## src/rtl/mic_pdm_capture.sv

```systemverilog
// mic_pdm_capture: PDM microphone front end.
// Generates the mic bit clock and synchronises the PDM stream.
// After an optional settling period, it counts ones over fixed windows
// and hands one 16-bit PCM sample per window to a consumer with a valid/rd handshake.
// Optional feature: define MIC_OVERRUN_EN to add the sticky overrun_o flag.
//
// state  | meaning
// IDLE   | capture disabled, counters cleared
// SETTLE | discarding SETTLE whole windows after enable
// ACCUM  | counting ones over a DECIM-bit window
module mic_pdm_capture #(
    parameter int DIV    = 25,
    parameter int DECIM  = 128,
    parameter int SETTLE = 4
) (
    input  logic        clk_i,
    input  logic        reset_i,
    input  logic        en_i,
    input  logic        mic_data_i,
    input  logic        rd_i,
    output logic        mic_clk_o,
    output logic        mic_lr_o,
    output logic [15:0] dout_o,
    output logic        dout_valid_o
`ifdef MIC_OVERRUN_EN
    ,
    output logic        overrun_o
`endif
);

    localparam int LOG2 = $clog2(DECIM);
    localparam int CW   = LOG2 + 1;
    localparam logic [13:0] SETTLE_LOAD = 14'(SETTLE * DECIM);

    typedef enum logic [1:0] {
        S_IDLE,
        S_SETTLE,
        S_ACCUM
    } state_t;

    state_t          state_q;
    logic [7:0]      div_q;
    logic            mic_clk_q;
    logic            sync1_q;
    logic            sync2_q;
    logic [13:0]     settle_q;
    logic [CW-1:0]   ones_q;
    logic [CW-1:0]   bits_q;
    logic [15:0]     dout_q;
    logic            valid_q;

    logic            sample_pt;
    logic            window_close;
    logic [CW-1:0]   ones_d;
    logic [CW-1:0]   bits_d;
    logic [LOG2-1:0] sat;
    logic [15:0]     pcm_d;

    // Bit clock divider; held at zero with the clock low while disabled.
    always_ff @(posedge clk_i or posedge reset_i) begin
        if (reset_i) begin
            div_q     <= 8'd0;
            mic_clk_q <= 1'b0;
        end else if (!en_i) begin
            div_q     <= 8'd0;
            mic_clk_q <= 1'b0;
        end else if (div_q == 8'(DIV - 1)) begin
            div_q     <= 8'd0;
            mic_clk_q <= ~mic_clk_q;
        end else begin
            div_q <= div_q + 8'd1;
        end
    end

    // Two-flop synchroniser for the asynchronous PDM input.
    always_ff @(posedge clk_i or posedge reset_i) begin
        if (reset_i) begin
            sync1_q <= 1'b0;
            sync2_q <= 1'b0;
        end else begin
            sync1_q <= mic_data_i;
            sync2_q <= sync1_q;
        end
    end

    // A bit is taken on the edge that drives mic_clk low.
    assign sample_pt = en_i && mic_clk_q && (div_q == 8'(DIV - 1));

    // Window arithmetic: next counts, saturated PCM value, close detect.
    always_comb begin
        ones_d       = ones_q + {{LOG2{1'b0}}, sync2_q};
        bits_d       = bits_q + CW'(1);
        sat          = (ones_d > CW'(DECIM - 1)) ? LOG2'(DECIM - 1) : ones_d[LOG2-1:0];
        pcm_d        = {sat, {(16 - LOG2){1'b0}}};
        window_close = (state_q == S_ACCUM) && sample_pt && (bits_d == CW'(DECIM));
    end

    // Capture FSM, window counters and output holding register.
    always_ff @(posedge clk_i or posedge reset_i) begin
        if (reset_i) begin
            state_q  <= S_IDLE;
            settle_q <= 14'd0;
            ones_q   <= '0;
            bits_q   <= '0;
            dout_q   <= 16'h0000;
            valid_q  <= 1'b0;
`ifdef MIC_OVERRUN_EN
            overrun_o <= 1'b0;
`endif
        end else begin
            // A new sample wins over a simultaneous consume.
            if (window_close) begin
                dout_q  <= pcm_d;
                valid_q <= 1'b1;
            end else if (rd_i && valid_q) begin
                valid_q <= 1'b0;
            end
`ifdef MIC_OVERRUN_EN
            if (window_close && valid_q && !rd_i) begin
                overrun_o <= 1'b1;
            end
`endif
            if (!en_i) begin
                state_q  <= S_IDLE;
                settle_q <= 14'd0;
                ones_q   <= '0;
                bits_q   <= '0;
            end else begin
                case (state_q)
                    S_IDLE: begin
                        if (SETTLE == 0) begin
                            state_q <= S_ACCUM;
                        end else begin
                            state_q  <= S_SETTLE;
                            settle_q <= SETTLE_LOAD;
                        end
                    end
                    S_SETTLE: begin
                        if (sample_pt) begin
                            settle_q <= settle_q - 14'd1;
                            if (settle_q == 14'd1) begin
                                state_q <= S_ACCUM;
                            end
                        end
                    end
                    S_ACCUM: begin
                        if (window_close) begin
                            ones_q <= '0;
                            bits_q <= '0;
                        end else if (sample_pt) begin
                            ones_q <= ones_d;
                            bits_q <= bits_d;
                        end
                    end
                    default: state_q <= S_IDLE;
                endcase
            end
        end
    end

    assign mic_clk_o    = mic_clk_q;
    assign mic_lr_o     = 1'b0;
    assign dout_o       = dout_q;
    assign dout_valid_o = valid_q;

endmodule

```

## config.mk

```make
export PLATFORM = sky130hd
export DESIGN_NAME = mic_pdm_capture
export DESIGN_NICKNAME = d
export VERILOG_FILES = /design/src/rtl/mic_pdm_capture.sv
export SDC_FILE = /design/constraint.sdc
export NUM_CORES = 1
export LEC_CHECK = 0
export BUFFER_PORTS_ARGS = -buffer_cell sky130_fd_sc_hd__buf_2
export CAP_MARGIN = 15
export CORE_MARGIN = 8
export CORE_UTILIZATION = 59
export CTS_CLUSTER_SIZE = 12
export DETAILED_ROUTE_END_ITERATION = 8
export HOLD_SLACK_MARGIN = 0.02
export PLACE_DENSITY = 0.78
export SETUP_SLACK_MARGIN = 0.1
export SLEW_MARGIN = 20
export SYNTH_ARGS = -nofsm -noshare
export SYNTH_HDL_FRONTEND = slang
export SYNTH_SLANG_ARGS = --single-unit
```

## constraint.sdc

```tcl
create_clock -name clk_i -period 2.17 [get_ports clk_i]
set_input_delay 0.1085 -clock clk_i [delete_from_list [all_inputs] [get_ports clk_i]]
set_output_delay 0.1085 -clock clk_i [all_outputs]
set_load 0.02 [all_outputs]
```

==> run_results.csv <==
group,metric,value,unit
floorplan,initial_core_util,60.5,%
worst_setup_path,crit_arrival,2.28,ns
global_routing,grt_pass1_wl,9850,µm
timing,fmax,0.489,GHz
layout,layout-drive-gt1-share,15.2,%
timing,min_period_over_period,94.3,%
routing,routed_wl,5640,µm
worst_setup_path,crit_path_max_fanout,6,
global_routing,grt_overflow_total,0,
synth,synth_enable_flop_cells,0,
timing,rsz0062_at_grt,"true",
run_status,status,"complete, no violations",
timing,whs,0.0622,ns
synth,synthCells,313,
routing,viasPerCell,5.63,
worst_setup_path,critPathRequiredTime,2.40,ns
worst_setup_path,critical_path_class,"reg -> reg",
routing,routedWlPerCell,14.5,µm
synth,yosysWarningCount,0,
synth,ys_ff_latch,51,
power_and_ir_drop,vdd_drop_max,0.546,mV
timing,drv_slew,0,
synth,yosysTopAreaCell,"dfrtp_1",
cts,cts_buffers,5,
floorplan,die_w,85.4,µm
global_routing,grtUsageTotal,16.5,%
worst_setup_path,start_kind,"flip-flop",
place,place_hpwl,4060,µm
routing,postRouteAntennaNets,0,
layout,n_antenna_cell,0,
place,placed_area,2980,µm²
cts,cts.sinks,51,
timing,tightestPinTransition,0.620,ns
timing,hold_violations,0,
place,placedCellCount,379,
layout,fin_cells,390,
timing,worst_slack,0.123,ns
timing,timing.slew.headroom,58.4,%
synth,ys_seq_area_share,45.0,%
cts,insertion_delay,0.30,ns
floorplan,die_area,7290,µm²
layout,final_area,3170,µm²
global_routing,grt_pass1_vias,2187,
min_path,hp-class,"in -> reg",
floorplan,core-area,4690,µm²
floorplan,io_pins,24,
global_routing,antenna_found_initial,0,
timing,period_needed,2.05,ns
cts,htree_levels,2,
floorplan,rows,25,
timing,skew,0.00713,ns
synth,syn_area_per_cell,9.07,µm²
worst_setup_path,worstSetupEndpointType,"flip-flop",
timing,tns,0,ns
synth,synth_top_area_share,45.0,%
power_and_ir_drop,p_leak,0.00143,µW
cts,clockBufferDepth,2,
synth,synthArstFlopShare,100,%
routing,drcViolationCount,0,
timing,setup_viol,0,
global_routing,grt_max_degree,25,
place,numPortBuffers,13,
layout,area_delta_synth_final,11.5,%
routing,first_iter_violations,159,
cts,tritoncts,"yes",
synth,netlist_top_cells_area,"dfrtp_1 45%, nor2_1 4.8%, nand3_1 3.9%",
routing,via_count,2194,
cts,path_clk_slew,0.09,ns
routing,dr.pass1.iters,4,
cts,cts-root-buf,"clkbuf_8",
layout,num-nets-final,348,
floorplan,fp.dieH,85.4,µm
synth,synthFlopType,"dfrtp_1",
place,pre_cts_slack,0.103,ns
synth,netlist_area,2840,µm²
run,maxCapViolations,0,
power_and_ir_drop,p_per_area,605,nW/µm²
synth,synth_cell_types,49,
place,gp_congestion,0.862,
## worst max-delay path: stages, from the launching register on
cell and delay (ns):
dfrtp_1 0.44, or4_4 0.57, or4b_4 0.52, nor3_2 0.20, nand2_1 0.10, a21oi_2 0.14
## sequential cells by signal, summed over array words and instances, names as in the netlist
| register | flops |
|---|---|
| bits_q | 8 |
| ones_q | 8 |
| dout_valid_o | 1 |
| sync1_q | 1 |
| sync2_q | 1 |
| div_q | 8 |
| mic_clk_o | 1 |
| state_q | 2 |
| dout_o | 7 |
| settle_q | 14 |
## cell usage after synthesis, types with 9 or more instances
| library cell | count |
|---|---|
| o21ai_1 | 13 |
| xnor2_1 | 12 |
| nor2_1 | 36 |
| dfrtp_1 | 51 |
| clkbuf_1 | 9 |
| nand3_1 | 22 |
| nand2_1 | 26 |
| inv_1 | 17 |
| nor3_1 | 11 |
| a21oi_1 | 14 |
| xor2_1 | 10 |
| buf_4 | 10 |
## metal layers
layer	global-route usage, %	share of wire [%]
met5	0	0
met4	6.69	1.6
met2	27.4	49
met1	20.1	47
met3	3.76	3.2
## final cells by class
type | count | area (µm²)
clock buffers | 6 | 72.6
clock inverters | 2 | 60.1
fillers | 376 | 1530
inverters | 19 | 71.3
multi-input cells | 231 | 1430
flip-flops and latches | 51 | 1280
well taps | 54 | 67.6
repair buffers | 27 | 188
## path summary, 6_finish.rpt
check | start | end | slack (ns) | cells past startpoint
hold reg to reg | sync1_q | sync2_q | 0.38 | 0
setup / recovery | settle_q[6] | state_q[1] | 0.12 | 5
min in group asynchronous | reset_i | ones_q[1] | 0.28 | 3
max in group asynchronous | reset_i | div_q[3] | 1.30 | 4
setup reg to reg | settle_q[6] | state_q[1] | 0.12 | 5
hold / removal | rd_i | dout_valid_o | 0.06 | 3
## cells by family after synthesis
logic type      after synthesis  share of synthesized area (%)
simple gates                136                           25.3
flops                        51                           45.0
compound gates               46                           9.43
buf+inv                      40                           6.70
xor+xnor                     22                           6.79
mux                           9                           3.22
fa+ha+maj                     8                           3.53
other cells                   1                          0.132
## cells in the final DEF (no fill, tap or decap), drive strengths merged, types with 2 or more instances in the layout
master,synthesis,layout
clkbuf,9,6
or3,5,5
ha,8,8
xnor2,12,12
and3,5,5
dfrtp,51,51
and2,3,3
dlygate4sd3,0,2
nand4,5,5
inv,18,18
nand3,22,22
o21ai,21,21
nand2,27,27
nor4,3,3
nand2b,2,2
a21oi,15,15
nor2,36,36
nor3,15,15
buf,12,25
or4,2,2
xor2,10,10
nand4bb,3,3
bufinv,0,2
or2,3,3
and4bb,2,2
conb,1,10
mux2i,8,8
## metrics by stage
step	util (%)	total power [µW]
CTS	66.9	1930
floorplan	-	1140
global route	67.5	1980
finish	67.5	1920
detailed placement	63.5	1160
global placement	63.5	1160
## report_power, final
| group | total (µW) | internal [µW] | switching, µW |
|---|---|---|---|
| clock network | 770 | 461 | 309 |
| logic | 160 | 61.6 | 98.2 |
| registers | 987 | 968 | 18.9 |
| total | 1920 | 1490 | 426 |
## timing repair
| action | 4_1_cts | 5_1_grt |
|---|---|---|
| endpoints found under the hold margin | 12 | 0 |
| gates cloned | 0 | 0 |
| pin swaps | 0 | 0 |
| buffers inserted | 0 | 1 |
| setup endpoints to repair | 1 | 18 |
| hold buffers | 2 | 0 |
| resized for setup | 1 | 5 |
Note: power is estimated with default switching activity, not from simulation.
